`src/rtl/reduce_pipe.sv`:
```
// reduce_pipe: pipelined bit-reduction unit with packet accumulation.
//
// Reduces a WIDTH-bit word with a selectable operator (OR, AND, XOR, NOR)
// through a two-input tree. A register stage follows every LEVELS_PER_STAGE
// levels. Beat results are folded into an accumulator across a multi-beat
// packet, and one result per packet is returned over a valid/ready handshake.
//
// Ports:
//   clk        : clock, rising edge
//   reset      : asynchronous, active-high reset
//   in_valid   : input beat present
//   in_ready   : beat accepted this cycle when in_valid is also high
//   in_data    : word to reduce
//   in_op      : 00 OR, 01 AND, 10 XOR, 11 NOR (captured on a packet's first beat)
//   in_last    : final beat of the packet
//   out_valid  : packet result available
//   out_ready  : consumer takes the result
//   out_bit    : reduced result over all beats of the packet
//   out_count  : beats in the packet, saturating at all-ones
module reduce_pipe #(
  parameter int WIDTH            = 16,
  parameter int LEVELS_PER_STAGE = 2,
  parameter int CNT_W            = 8
) (
  input  logic             clk,
  input  logic             reset,
  input  logic             in_valid,
  output logic             in_ready,
  input  logic [WIDTH-1:0] in_data,
  input  logic [1:0]       in_op,
  input  logic             in_last,
  output logic             out_valid,
  input  logic             out_ready,
  output logic             out_bit,
  output logic [CNT_W-1:0] out_count
);

  localparam int LOG2W = (WIDTH > 1) ? $clog2(WIDTH) : 1;

  typedef enum logic [1:0] {
    OP_OR  = 2'b00,
    OP_AND = 2'b01,
    OP_XOR = 2'b10,
    OP_NOR = 2'b11
  } op_t;

  // NOR reduces with OR; the inversion is applied once at the output.
  function automatic logic combine(input logic a, input logic b, input op_t op);
    case (op)
      OP_AND:  return a & b;
      OP_XOR:  return a ^ b;
      default: return a | b;
    endcase
  endfunction

  logic en;
  assign en       = !out_valid || out_ready;
  assign in_ready = en;

  // Packet-start tracking and operator capture at the input.
  logic first;
  op_t  op_hold;
  op_t  head_op;

  assign head_op = first ? op_t'(in_op) : op_hold;

  always_ff @(posedge clk or posedge reset) begin
    if (reset) begin
      first   <= 1'b1;
      op_hold <= OP_OR;
    end else if (in_valid && en) begin
      first <= in_last;
      if (first) begin
        op_hold <= op_t'(in_op);
      end
    end
  end

  // One generate iteration per tree level, each sized to exactly the bits it
  // produces. A level either registers its result (stage boundary or final
  // level) or passes it straight through to the next level.
  for (genvar l = 1; l <= LOG2W; l++) begin : g_lvl
    localparam int unsigned OW      = WIDTH >> l;
    localparam bit          REG_OUT = ((l % LEVELS_PER_STAGE) == 0) || (l == LOG2W);

    logic [2*OW-1:0] src;
    op_t             src_op;
    logic            src_valid;
    logic            src_last;
    logic            src_first;
    logic [OW-1:0]   red;

    logic [OW-1:0]   q;
    op_t             q_op;
    logic            q_valid;
    logic            q_last;
    logic            q_first;

    if (l == 1) begin : g_from_in
      assign src       = in_data;
      assign src_op    = head_op;
      assign src_valid = in_valid;
      assign src_last  = in_last;
      assign src_first = first;
    end else begin : g_from_prev
      assign src       = g_lvl[l-1].q;
      assign src_op    = g_lvl[l-1].q_op;
      assign src_valid = g_lvl[l-1].q_valid;
      assign src_last  = g_lvl[l-1].q_last;
      assign src_first = g_lvl[l-1].q_first;
    end

    always_comb begin
      red = '0;
      for (int unsigned i = 0; i < OW; i++) begin
        red[i] = combine(src[2*i], src[2*i+1], src_op);
      end
    end

    if (REG_OUT) begin : g_reg
      always_ff @(posedge clk or posedge reset) begin
        if (reset) begin
          q       <= '0;
          q_op    <= OP_OR;
          q_valid <= 1'b0;
          q_last  <= 1'b0;
          q_first <= 1'b0;
        end else if (en) begin
          q       <= red;
          q_op    <= src_op;
          q_valid <= src_valid;
          q_last  <= src_last;
          q_first <= src_first;
        end
      end
    end else begin : g_comb
      assign q       = red;
      assign q_op    = src_op;
      assign q_valid = src_valid;
      assign q_last  = src_last;
      assign q_first = src_first;
    end
  end

  // Accumulator and output register.
  logic             beat;
  op_t              tail_op;
  logic             tail_valid;
  logic             tail_last;
  logic             tail_first;
  logic             acc;
  logic [CNT_W-1:0] cnt;
  logic             acc_next;
  logic [CNT_W-1:0] cnt_next;

  assign beat       = g_lvl[LOG2W].q[0];
  assign tail_op    = g_lvl[LOG2W].q_op;
  assign tail_valid = g_lvl[LOG2W].q_valid;
  assign tail_last  = g_lvl[LOG2W].q_last;
  assign tail_first = g_lvl[LOG2W].q_first;

  always_comb begin
    acc_next = beat;
    cnt_next = CNT_W'(1);
    if (!tail_first) begin
      acc_next = combine(acc, beat, tail_op);
      cnt_next = (cnt == '1) ? cnt : cnt + CNT_W'(1);
    end
  end

  always_ff @(posedge clk or posedge reset) begin
    if (reset) begin
      acc       <= 1'b0;
      cnt       <= '0;
      out_valid <= 1'b0;
      out_bit   <= 1'b0;
      out_count <= '0;
    end else if (en) begin
      out_valid <= 1'b0;
      if (tail_valid) begin
        acc <= acc_next;
        cnt <= cnt_next;
        if (tail_last) begin
          out_valid <= 1'b1;
          out_bit   <= (tail_op == OP_NOR) ? ~acc_next : acc_next;
          out_count <= cnt_next;
        end
      end
    end
  end

endmodule

```
`config.mk`:
```
export PLATFORM = sky130hd
export DESIGN_NAME = reduce_pipe
export DESIGN_NICKNAME = d
export VERILOG_FILES = /design/src/rtl/reduce_pipe.sv
export SDC_FILE = /design/constraint.sdc
export NUM_CORES = 1
export LEC_CHECK = 0
export BUFFER_PORTS_ARGS = -buffer_cell sky130_fd_sc_hd__clkbuf_2
export CAP_MARGIN = 20
export CORE_ASPECT_RATIO = 1.2
export CORE_UTILIZATION = 50
export CTS_BUF_LIST = sky130_fd_sc_hd__clkbuf_4 sky130_fd_sc_hd__clkbuf_8 sky130_fd_sc_hd__clkbuf_16
export DETAILED_ROUTE_END_ITERATION = 16
export PLACE_DENSITY = 0.8
export SETUP_SLACK_MARGIN = 0.5
export SLEW_MARGIN = 20
export SYNTH_ARGS = -nofsm -noshare
export SYNTH_HDL_FRONTEND = slang
export SYNTH_SLANG_ARGS = --single-unit
```
`constraint.sdc`:
```
create_clock -name clk -period 3.8 [get_ports clk]
set_input_delay 0.38 -clock clk [delete_from_list [all_inputs] [get_ports clk]]
set_output_delay 0.38 -clock clk [all_outputs]
set_load 0.02 [all_outputs]
```
# Word-level counts from Yosys, hierarchy flattened
# Cells that the tools add are included.
# Widths: inputs -> output; s select.
# op_classes
bitwise_logic	49
n_addsub	1
n_reduce_logical	5
n_eq_ne	8
mux	23
# op_table
cell	count
$pmux 1 s2	16
$and 1x1->1	16
$mux 8	2
$or 1x1->1	16
$xor 1x1->1	16
$add 8x1->8 const B	1
$eq 2x2->1 const B	4
$eq 8x8->1 const B	1
$eq 2x1->1 const B	3
$mux 1	4
$reduce_and 3->1	1
$mux 2	1
$reduce_and 2->1	1
$logic_and 1x1->1	1
$logic_not 1->1	1
$logic_or 1x1->1	1
$not 1->1	1
# word_totals
register_bits	37

# Depth between registers and ports, before layout
# Gate-level depths: netlist of run 1.
# depth
word_depth	5
mapped_depth	11
ltp_nobuf	10

# Worst setup path after synthesis of run 1
# No wires, ideal clock.
# synth_path
path_kind	flip-flop to flip-flop
from	reg first
to	reg g_lvl[2].q[0]
path_slack_ps	1231
arrival_ps	2425
path_stages_with_launch	12
period_less_slack_ps	2569
path_cell_list	dfstp_2 mux2i_1 inv_1 ha_1 clkbuf_1 a221oi_1 a21oi_1 ha_1 a221oi_1 a21oi_1 nand2_1 o21ai_0
# synth_via
elab_chain_cells	5
# synth_lines
item	line	source
start: declaration	61	logic first;
start signal: assignment	72	first <= in_last;
$mux 2 (*)	--	
net g_lvl[1].q_op[1]	94	op_t q_op;
$eq 2x2->1 or $eq 2x1->1 (tied branches)	49	case (op)
$pmux 1 s2	49	
$or 1x1->1, or another cell as far along	52	default: return a | b;
$pmux 1 s2 (*)	49	
end signal: assignment	129	q <= red;
end: declaration	93	logic [OW-1:0] q;
# The timed path passes the listed nets; every way through them passes the cells marked *.
# A chain may end at the register's enable or synchronous reset.

# Worst setup path in the final report of run 1
# layout_path
from	reg first
to	reg g_lvl[2].q[1]
# The elaborated chain is that of the path after synthesis.

==> results of run 1 <==
## final timing paths
kind | startpoint | end | slack, ns | depth (start not counted)
worst max-delay path | first$_DFFE_PP1P_ | g_lvl[2].q[1]$_DFFE_PP0N_ | 0.84 | 10
worst min-delay path | reset | cnt[2]$_DFFE_PP0P_ | 0.15 | 3
worst max register to register | first$_DFFE_PP1P_ | g_lvl[2].q[1]$_DFFE_PP0N_ | 0.84 | 10
worst min register to register | g_lvl[2].q_last$_DFFE_PP0N_ | g_lvl[2].q_last$_DFFE_PP0N_ | 0.47 | 2
max in group asynchronous | reset | first$_DFFE_PP1P_ | 3.29 | 3
min in group clk | in_last | g_lvl[2].q_last$_DFFE_PP0N_ | 0.30 | 3
## worst min-delay path, delay by kind of cell
kind     cells  cell delay [ns]
buf+inv      3             0.51
## final cells by class
cell class | instances | area, um^2 | share of cell area [%]
Timing Repair Buffer | 35 | 180.2 | 6.346
Sequential cell | 37 | 927.1 | 32.66
Clock buffer | 7 | 96.34 | 3.394
Inverter | 42 | 157.7 | 5.553
Clock inverter | 1 | 5.005 | 0.1763
Multi-Input combinational cell | 190 | 1398 | 49.23
Tap cell | 60 | 75.07 | 2.644
## flip-flops by register name (all words and copies together) (netlist names)
register	cells
out_valid	1
g_lvl.q_valid	2
g_lvl.q_last	2
g_lvl.q	4
acc	1
out_count	8
op_hold	2
cnt	8
out_bit	1
g_lvl.q_first	2
beat	1
first	1
g_lvl.q_op	4
## metal layers
metal / vias to the layer above / routed length, um / share of wire (%) / GRT usage, %
li1: 1020 / - / - / -
met1: 973 / 1911 / 41 / 20.25
met2: 43 / 2489 / 53 / 38.50
met3: 11 / 163 / 3.5 / 4.830
met4: 0 / 111 / 2.4 / 9.362
met5: - / 0 / 0 / 0
## cells in the final DEF (no fill, tap or decap), types with 6 or more instances in the layout
cell	synthesis	layout
inv_1	41	41
a22o_1	6	6
o21ai_0	15	15
nand2_1	38	38
clkbuf_8	0	7
clkbuf_2	0	33
dfrtp_1	36	36
ha_1	40	40
nor2_1	10	10
a221oi_1	15	15
a21oi_1	24	24
## cells by family after synthesis
group,Yosys count,share of synthesized area (%)
multiplexers,7,2.997
AO/OA/AOI/OAI,75,19.90
adder cells (fa/ha/maj),40,19.66
AND/OR/NAND/NOR,64,10.96
buffers and inverters,55,8.698
flip-flops,37,36.41
XOR/XNOR,4,1.376
## metrics by stage
stage	setup slack, ns	hold WS (ns)	instance area [um^2]	utilization, %	total power [W]
3_3_place_gp	0.9908	0.4490	2738	55.82	0.001789
6_report	0.8443	0.1508	2839	57.88	0.002192
4_1_cts	0.8446	0.1762	2839	57.88	0.002199
3_5_place_dp	0.8703	0.4564	2738	55.82	0.001878
5_1_grt	0.5145	0.2009	2839	57.88	0.002422
2_1_floorplan	1.231	0.4386	2546	-	0.001604
## power breakdown
part / leakage [nW] / switching, W / total (W) / internal, W
clock network: 0.0542 / 0.000141 / 0.000305 / 0.000164
registers: 0.460 / 0.000155 / 0.000709 / 0.000553
logic: 1.02 / 0.000690 / 0.00118 / 0.000488
## cell usage after synthesis, types with 2 or more instances
cell type  instances  area [um^2]
a22o_1             6        52.55
a211oi_1           2        15.01
mux2i_1            5        50.05
a31o_2             2        17.52
ha_1              40        500.5
xnor2_1            2        17.52
nor2_1            10        37.54
o21ai_0           15        75.07
a22oi_1            2        15.01
nand2_1           38        142.6
xor2_1             2        17.52
nand3_1            5        25.02
buf_2              3        15.01
inv_1             41        153.9
clkbuf_1           8        30.03
dfrtp_1           36        900.9
a221oi_1          15        131.4
nor3_1             5        25.02
a21oi_1           24        120.1
==> results.sh, run 1 <==
export IMPL_post_route_period_util_pct=77.78
export IMPL_max_freq_mhz=338.3
export IMPL_status="finished clean"
export IMPL_hold_viol=0
export IMPL_cts_buffer_depth=2
export IMPL_route_detailed_drc=0
export IMPL_area_delta_synth_final_pct=11.50
export IMPL_rows=28
export IMPL_synthesis_nets=345
export IMPL_cts_tree="yes"
export IMPL_grtUsageTotal_pct=20.39
export IMPL_min_path_type="in2async"
export IMPL_crit_required_ns=3.97
export IMPL_path_clk_slew_ns=0.07
export IMPL_drv_slew=0
export IMPL_crit_buf_inv=1
export IMPL_cts_root_buf="clkbuf_8"
export IMPL_port_buffers=33
export IMPL_crit_family="adder cells"
export IMPL_wl_um=4676
export IMPL_fin_nets=374
export IMPL_finalSetupTns_ns=0
export IMPL_boundaryPins=34
export IMPL_cp_end_kind="flop"
export IMPL_initial_core_util_pct=51.91
export IMPL_synth_cell_types=40
export IMPL_synth_flop_cell="dfrtp_1"
export IMPL_grt_pass1_wl_um=8397
export IMPL_ys_seq_area_share_pct=36.41
export IMPL_via_per_inst=5.503
export IMPL_maxCapViolations=0
export IMPL_vias=2047
export IMPL_fin_cells=372
export IMPL_globalplace_congestion=0.8512
export IMPL_path_max_fanout=24
export IMPL_rsz0062_at_grt="no"
export IMPL_wl_per_cell_um=12.57
export IMPL_ys_async_sr_fraction_pct=100.0
export IMPL_critPathArrivalTime_ns=3.13
export IMPL_worst_pin_slew_ns=0.6885
export IMPL_htreeDepth=2
export IMPL_finalClockSkew_ns=0.004281
export IMPL_drive_gt1_share_pct=17.31
export IMPL_grt_max_degree=38
export IMPL_slew_headroom_pct=54.10
export IMPL_die_area_um2=5383
export IMPL_first_pass_iters=4
export IMPL_setup_violations=0
export IMPL_drtIter0Drc=93
export IMPL_crit_path_max_incr_delay_ns=0.74
export IMPL_netlist_instances=282
export IMPL_path_cells="mux2i_1 -> inv_1 -> ha_1 -> a221oi_1 -> a21oi_1 -> ha_1 -> a221oi_1 -> a21oi_1 -> nand2_1 -> o21ai_0"
export IMPL_cts_resized=0
export IMPL_antenna_found_initial=0
export IMPL_cts_num_sinks=37
export IMPL_ir_drop_uv=460.4
export IMPL_finalCriticalPeriod_ns=2.956
export IMPL_leakagePower_nw=1.537
export IMPL_slowest_stage="ha_1"
export IMPL_ys_ff_latch=37
export IMPL_grt_ovfl_total=0
export IMPL_cts_setup_buffers=0
export IMPL_dieWidth_um=67.15
export IMPL_avgSynthCellArea_um2=9.029
export IMPL_cp_start_kind="flop"
export IMPL_cts_hold_buffers_added=0
export IMPL_grt_pass1_vias=2065
export IMPL_die_h_um=80.17
export IMPL_core_area_um2=4905
export IMPL_post_dp_hpwl_um=3440
export IMPL_clk_latency_ns=0.30
export IMPL_crit_type="reg2reg"
export IMPL_ant_nets=0
export IMPL_dp_cells=364
export IMPL_synth_edf_count=0
export IMPL_yosys_warnings=0
export IMPL_synth_area_um2=2546
export IMPL_antenna_cells=0
export IMPL_cellPowerDensity_nw_per_um2=772.0
export IMPL_cts_buffers=5
export IMPL_fillers=446
(Power assumes the default switching activity.)
==> run 2: changes to the inputs <==
--- a/config.mk
+++ b/config.mk
@@ -5,13 +5,14 @@
 export SDC_FILE = /design/constraint.sdc
 export NUM_CORES = 1
 export LEC_CHECK = 0
+export ABC_AREA = 1
 export BUFFER_PORTS_ARGS = -buffer_cell sky130_fd_sc_hd__clkbuf_2
 export CAP_MARGIN = 20
 export CORE_ASPECT_RATIO = 1.2
 export CORE_UTILIZATION = 50
 export CTS_BUF_LIST = sky130_fd_sc_hd__clkbuf_4 sky130_fd_sc_hd__clkbuf_8 sky130_fd_sc_hd__clkbuf_16
 export DETAILED_ROUTE_END_ITERATION = 16
-export PLACE_DENSITY = 0.8
+export PLACE_DENSITY = 0.82
 export SETUP_SLACK_MARGIN = 0.5
 export SLEW_MARGIN = 20
 export SYNTH_ARGS = -nofsm -noshare
==> constraint.sdc (replaced) <==
create_clock -name clk -period 2.6 [get_ports clk]
set_input_delay 0.26 -clock clk [delete_from_list [all_inputs] [get_ports clk]]
set_output_delay 0.26 -clock clk [all_outputs]
set_load 0.02 [all_outputs]
==> results.sh, run 2 <==
export IMPL_avgSynthCellArea_um2=7.444
export IMPL_synth_flop_cell="dfrtp_1"
export IMPL_rows=28
export IMPL_path_clk_slew_ns=0.08
export IMPL_yosysMostFrequentCell="nand2_1"
export IMPL_ys_async_sr_fraction_pct=100.0
export IMPL_cts_num_sinks=37
export IMPL_ir_drop_uv=698.7
export IMPL_hold_viol=0
export IMPL_slew_headroom_pct=68.37
export IMPL_vias=2379
export IMPL_die_h_um=81.98
export IMPL_status="finished clean"
export IMPL_pre_cts_ws_ns=0.2013
export IMPL_post_route_period_util_pct=85.46
export IMPL_cellPowerDensity_nw_per_um2=1146
export IMPL_wl_um=5677
export IMPL_crit_type="reg2reg"
export IMPL_htreeDepth=2
export IMPL_first_pass_iters=4
export IMPL_netlist_instances=358
export IMPL_synth_cell_types=24
export IMPL_fin_util_pct=64.38
export IMPL_core_area_um2=5045
export IMPL_multiInputGateArea_um2=1556
export IMPL_finalCriticalPeriod_ns=2.222
export IMPL_final_common_cell="nand2_1"
export IMPL_boundaryPins=34
export IMPL_die_area_um2=5627
export IMPL_grtUsageTotal_pct=21.45
export IMPL_grt_pass1_wl_um=9039
export IMPL_ys_ff_latch=37
export IMPL_fin_nets=468
export IMPL_maxCapViolations=0
export IMPL_synth_area_um2=2665
export IMPL_wl_per_cell_um=12.18
export IMPL_ant_nets=0
export IMPL_path_max_fanout=7
export IMPL_synth_top_area_share_pct=33.80
export IMPL_cts_tree="yes"
export IMPL_cp_end_kind="flop"
export IMPL_cp_start_kind="flop"
export IMPL_port_buffers=33
export IMPL_cts_root_buf="clkbuf_8"
export IMPL_finalSetupTns_ns=0
export IMPL_layout_common_cells="nand2_1 (111), inv_1 (65), ha_1 (38), dfrtp_1 (36), clkbuf_2 (33)"
export IMPL_initial_core_util_pct=52.83
export IMPL_grt_pass1_vias=2207
export IMPL_dieWidth_um=68.65
export IMPL_rsz0062_at_grt="yes"
export IMPL_post_dp_hpwl_um=3861
export IMPL_seqCellArea_um2=927.1
export IMPL_via_per_inst=5.105
export IMPL_max_freq_mhz=450.0
export IMPL_globalplace_congestion=0.8095
export IMPL_grt_ovfl_total=0
export IMPL_drv_slew=0
export IMPL_antenna_cells=0
export IMPL_top_regs="cnt: 8 flops, out_count: 8 flops"
export IMPL_fin_cells=466
export IMPL_worst_pin_slew_ns=0.4740
export IMPL_synth_top_area_cell="dfrtp_1"
export IMPL_dp_cells=448
export IMPL_cts_buffer_depth=2
export IMPL_route_detailed_drc=0
export IMPL_fillers=431
export IMPL_drtIter0Drc=195
export IMPL_clk_latency_ns=0.30
export IMPL_grt_max_degree=26
export IMPL_synthesis_nets=421
export IMPL_crit_required_ns=2.78
export IMPL_synthTopCellsByArea="dfrtp_1 (34%), ha_1 (19%), nand2_1 (16%), inv_1 (9.6%), nand3_1 (5.8%)"
export IMPL_ys_seq_area_share_pct=34.79
export IMPL_antenna_found_initial=0
export IMPL_finalClockSkew_ns=0.009993
export IMPL_synth_common_cells="nand2_1 (113), inv_1 (68), ha_1 (40), dfrtp_1 (36), nand3_1 (31)"
export IMPL_drive_gt1_share_pct=22.66
export IMPL_setup_violations=0
export IMPL_cts_buffers=5
export IMPL_area_delta_synth_final_pct=21.88
export IMPL_yosys_warnings=0
export IMPL_leakagePower_nw=1.854
export IMPL_critPathArrivalTime_ns=2.40
export IMPL_synth_edf_count=0
export IMPL_setup_ws_ns=0.3780
export IMPL_min_path_type="in2reg"
-- run 2: cell count changes after synthesis, sizes merged, moves of 6 or more --
cell	before	now
a221oi	15	0
nand2	39	116
a21oi	25	11
o21ai	16	29
inv	42	70
nand3	5	33
a22o	6	0
clkbuf	8	0
-- run 2: critical path, cell delays in order, from the launching register on --
cell     delay [ns]
dfstp_2        0.60
buf_6          0.12
o21ai_4        0.06
buf_6          0.12
ha_4           0.18
buf_6          0.14
nand2_2        0.06
nand3_2        0.07
o21ai_2        0.07
inv_1          0.07
ha_1           0.29
nand2_1        0.06
nand2_1        0.07
a21oi_2        0.12
a21oi_1        0.05
-- run 2: repair_timing --
action | CTS | global route
endpoints found under the setup margin | 4 | 4
endpoints found under the hold margin | 12 | 0
gates resized for setup | 12 | 18
pin swaps | 4 | 4
buffers inserted | 5 | 2
gates cloned | 2 | 0
hold buffers | 1 | 0
-- run 2: kinds of logic after synthesis --
kind of cell / synth area share [%]
DFF: 34.79
and+or+nand+nor: 26.24
AOI/OAI and AO/OA: 8.075
adders and majority gates: 18.78
buffers and inverters: 11.78
xor gates and xnor gates: 0.3287
-- run 2: final timing paths --
check	from	end	slack [ns]	cells past startpoint
worst max-delay path	first$_DFFE_PP1P_	g_lvl[2].q[1]$_DFFE_PP0N_	0.38	14
worst min-delay path	in_last	first$_DFFE_PP1P_	0.19	3
worst max register to register	first$_DFFE_PP1P_	g_lvl[2].q[1]$_DFFE_PP0N_	0.38	14
worst min register to register	out_bit$_DFFE_PP0P_	out_bit$_DFFE_PP0P_	0.48	2
max in group asynchronous	reset	first$_DFFE_PP1P_	1.36	4
min in group asynchronous	reset	cnt[5]$_DFFE_PP0P_	0.50	3
-- run 2: final cells by class --
class	count	share of cell area, %
repair inverters	2	0.5393
flip-flops and latches	37	28.54
clock buffers	5	2.119
multi-input cells	243	47.92
well taps	60	2.311
clock inverters	3	1.425
inverters	70	8.398
repair buffers	46	8.744
-- run 2: power breakdown --
group | leakage [nW] | internal (W) | switching (W)
logic | 1.33 | 0.000895 | 0.00137
registers | 0.467 | 0.000786 | 0.000163
clock network | 0.0543 | 0.000287 | 0.000224
total | 1.85 | 0.00197 | 0.00176
-- run 2: stage by stage --
stage / hold slack, ns / area [um^2] / power, W
6_report: 0.1904 / 3248 / 0.003723
5_1_grt: 0.2188 / 3248 / 0.004083
4_1_cts: 0.2023 / 3173 / 0.003533
3_5_place_dp: 0.2910 / 2947 / 0.002794
3_3_place_gp: 0.2853 / 2947 / 0.002689
2_1_floorplan: 0.3863 / 2730 / 0.002429
-- run 2: metal layers --
metal  vias to the layer above  track usage (%)  share of wire (%)
met5                         -                0                  0
met4                         0            8.333                2.1
met3                        14            3.194                3.2
met2                        58            40.10                 54
met1                      1103            23.58                 41
li1                       1204                -                  -
==> run 3: changes to the inputs <==
--- a/config.mk
+++ b/config.mk
@@ -12,7 +12,7 @@
 export CORE_UTILIZATION = 50
 export CTS_BUF_LIST = sky130_fd_sc_hd__clkbuf_4 sky130_fd_sc_hd__clkbuf_8 sky130_fd_sc_hd__clkbuf_16
 export DETAILED_ROUTE_END_ITERATION = 16
-export PLACE_DENSITY = 0.82
+export PLACE_DENSITY = 0.79
 export SETUP_SLACK_MARGIN = 0.5
 export SLEW_MARGIN = 20
 export SYNTH_ARGS = -nofsm -noshare
==> constraint.sdc (replaced) <==
create_clock -name clk -period 2.25 [get_ports clk]
set_input_delay 0.225 -clock clk [delete_from_list [all_inputs] [get_ports clk]]
set_output_delay 0.225 -clock clk [all_outputs]
set_load 0.02 [all_outputs]
==> results.sh, run 3 (synthesized netlist as in run 2, its figures left out) <==
export IMPL_layout_common_cells="nand2_1 (109), inv_1 (62), ha_1 (36), dfrtp_1 (36), clkbuf_2 (33)"
export IMPL_cts_tree="yes"
export IMPL_critPathArrivalTime_ns=2.50
export IMPL_cellPowerDensity_nw_per_um2=1444
export IMPL_cts_num_sinks=37
export IMPL_wl_per_cell_um=12.55
export IMPL_reg2reg_depth=15
export IMPL_die_h_um=81.98
export IMPL_die_area_um2=5627
export IMPL_cts_buffers=5
export IMPL_antenna_found_initial=0
export IMPL_cp_start_kind="flop"
export IMPL_combinationalPowerShare_pct=68.2
export IMPL_r2r_start="first$_DFFE_PP1P_"
export IMPL_ir_drop_uv=1131
export IMPL_wl_met2_um=3371
export IMPL_leakagePower_nw=1.942
export IMPL_setup_violations=2
export IMPL_fin_util_pct=67.93
export IMPL_post_route_period_util_pct=103.4
export IMPL_wl_um=6012
export IMPL_port_buffers=33
export IMPL_setup_ws_ns=-0.07571
export IMPL_boundaryPins=34
export IMPL_dieWidth_um=68.65
export IMPL_drv_slew=0
export IMPL_top_regs="cnt: 8 flops, out_count: 8 flops"
export IMPL_cp_end_kind="flop"
export IMPL_maxCapViolations=0
export IMPL_ff2ff_setup_slack_ns=-0.08
export IMPL_crit_required_ns=2.43
export IMPL_rows=28
export IMPL_finalClockSkew_ns=0.006993
export IMPL_r2r_end="g_lvl[2].q[3]$_DFFE_PP0N_"
export IMPL_switching_share_pct=45.27
export IMPL_ant_nets=0
export IMPL_wl_met1_um=2370
export IMPL_max_freq_mhz=430.0
export IMPL_pwr_share_seq_pct=22.0
export IMPL_initial_core_util_pct=52.83
export IMPL_htreeDepth=2
export IMPL_core_area_um2=5045
export IMPL_holdWs_ns=0.01411
export IMPL_vias=2435
export IMPL_routed_top_layer="met4"
export IMPL_p_int_w=0.002708
export IMPL_via_per_inst=5.084
export IMPL_path_clk_slew_ns=0.07
export IMPL_finalSetupTns_ns=-0.1149
export IMPL_wl_met3_um=154
export IMPL_first_pass_iters=4
export IMPL_grt_ovfl_total=0
export IMPL_antenna_cells=0
export IMPL_fin_nets=481
export IMPL_hold_viol=0
export IMPL_crit_type="reg2reg"
export IMPL_grt_pass1_wl_um=9446
export IMPL_clockPowerShare_pct=9.8
export IMPL_violations="negative setup slack"
export IMPL_grtUsageTotal_pct=22.37
export IMPL_post_dp_hpwl_um=3808
export IMPL_grt_pass1_vias=2309
export IMPL_min_path_type="in2async"
export IMPL_drive_gt1_share_pct=28.88
export IMPL_final_common_cell="nand2_1"
export IMPL_drtIter0Drc=260
export IMPL_p_switching_w=0.002239
export IMPL_finalCriticalPeriod_ns=2.326
export IMPL_grt_max_degree=38
export IMPL_slew_headroom_pct=68.75
export IMPL_route_detailed_drc=0
export IMPL_pre_cts_ws_ns=-0.05298
export IMPL_clk_latency_ns=0.29
export IMPL_rsz0062_at_grt="yes"
export IMPL_globalplace_congestion=0.8143
export IMPL_area_delta_synth_final_pct=28.59
export IMPL_path_max_fanout=5
export IMPL_worst_pin_slew_ns=0.4687
export IMPL_cts_buffer_depth=2
export IMPL_status="complete, but fails checks"
export IMPL_cts_root_buf="clkbuf_8"
==> run 3: cell types whose count changed in the layout (fill, tap and decap cells not counted), sizes merged <==
cell,change
buf,+14
bufbuf,+1
bufinv,-1
clkbuf,+3
clkinv,-1
clkinvlp,-1
dlygate4sd3,-1
inv,-2
nor2,+1
==> run 3: power by group through the flow <==
stage	sequential [W]	combinational (W)	clock [W]
after floorplan	0.00111	0.00169	0
after global placement	0.00109	0.00209	0
after detailed placement	0.00110	0.00221	0
after CTS	0.00108	0.00278	0.000490
after global routing	0.00112	0.00375	0.000516
final	0.00109	0.00338	0.000483
==> run 3: layout make-up <==
class | instances | area (um^2)
Tap cell | 60 | 75.07
Sequential cell | 37 | 927.1
Clock buffer | 8 | 91.34
Fill cell | 404 | 1618
Inverter | 70 | 267.8
Timing Repair Buffer | 60 | 437.9
Multi-Input combinational cell | 244 | 1628
==> run 3: worst max path at each step <==
stage / startpoint / cells past startpoint / to / slack, ns
finish: first$_DFFE_PP1P_ / 15 / g_lvl[2].q[3]$_DFFE_PP0N_ / -0.08
global route: first$_DFFE_PP1P_ / 15 / g_lvl[2].q[3]$_DFFE_PP0N_ / -0.16
CTS: first$_DFFE_PP1P_ / 14 / g_lvl[2].q[1]$_DFFE_PP0N_ / 0.01
detailed placement: first$_DFFE_PP1P_ / 13 / g_lvl[2].q[1]$_DFFE_PP0N_ / -0.05
global placement: first$_DFFE_PP1P_ / 13 / g_lvl[2].q[2]$_DFFE_PP0N_ / 0.04
floorplan: first$_DFFE_PP1P_ / 14 / g_lvl[2].q[0]$_DFFE_PP0N_ / 0.14
==> run 3: what timing repair did <==
action                     4_1_cts  5_1_grt
pin swaps                        5       18
buffers inserted                 9       11
cloned                           2        1
hold buffers                     0        0
hold endpoints to repair         0        0
gates resized for setup         15       24
setup endpoints to repair        5       14
==> run 3: critical path, cell delays in order (launching register included) <==
cell and delay (ns):
dfstp_2 0.56, nand2_2 0.07, o21ai_4 0.08, inv_2 0.07
ha_4 0.28, inv_4 0.04, buf_12 0.12, buf_16 0.13
buf_4 0.14, o21ai_4 0.12, inv_2 0.07, ha_4 0.21
nand2_2 0.06, nand2_2 0.05, a21oi_2 0.16, a21oi_2 0.05
==> run 3: metrics by stage <==
step	instance area (um^2)	power (W)	instances
3_5_place_dp	2959	0.003306	448
5_1_grt	3427	0.005381	479
6_report	3427	0.004947	479
4_1_cts	3241	0.004352	467
3_3_place_gp	2959	0.003172	448
2_1_floorplan	2730	0.002807	358
==> run 3: routing by layer <==
layer | vias to the layer above | track usage (%)
met5 | - | 0
met4 | 0 | 7.708
met3 | 12 | 3.611
met2 | 51 | 44.12
met1 | 1140 | 22.82
li1 | 1232 | -
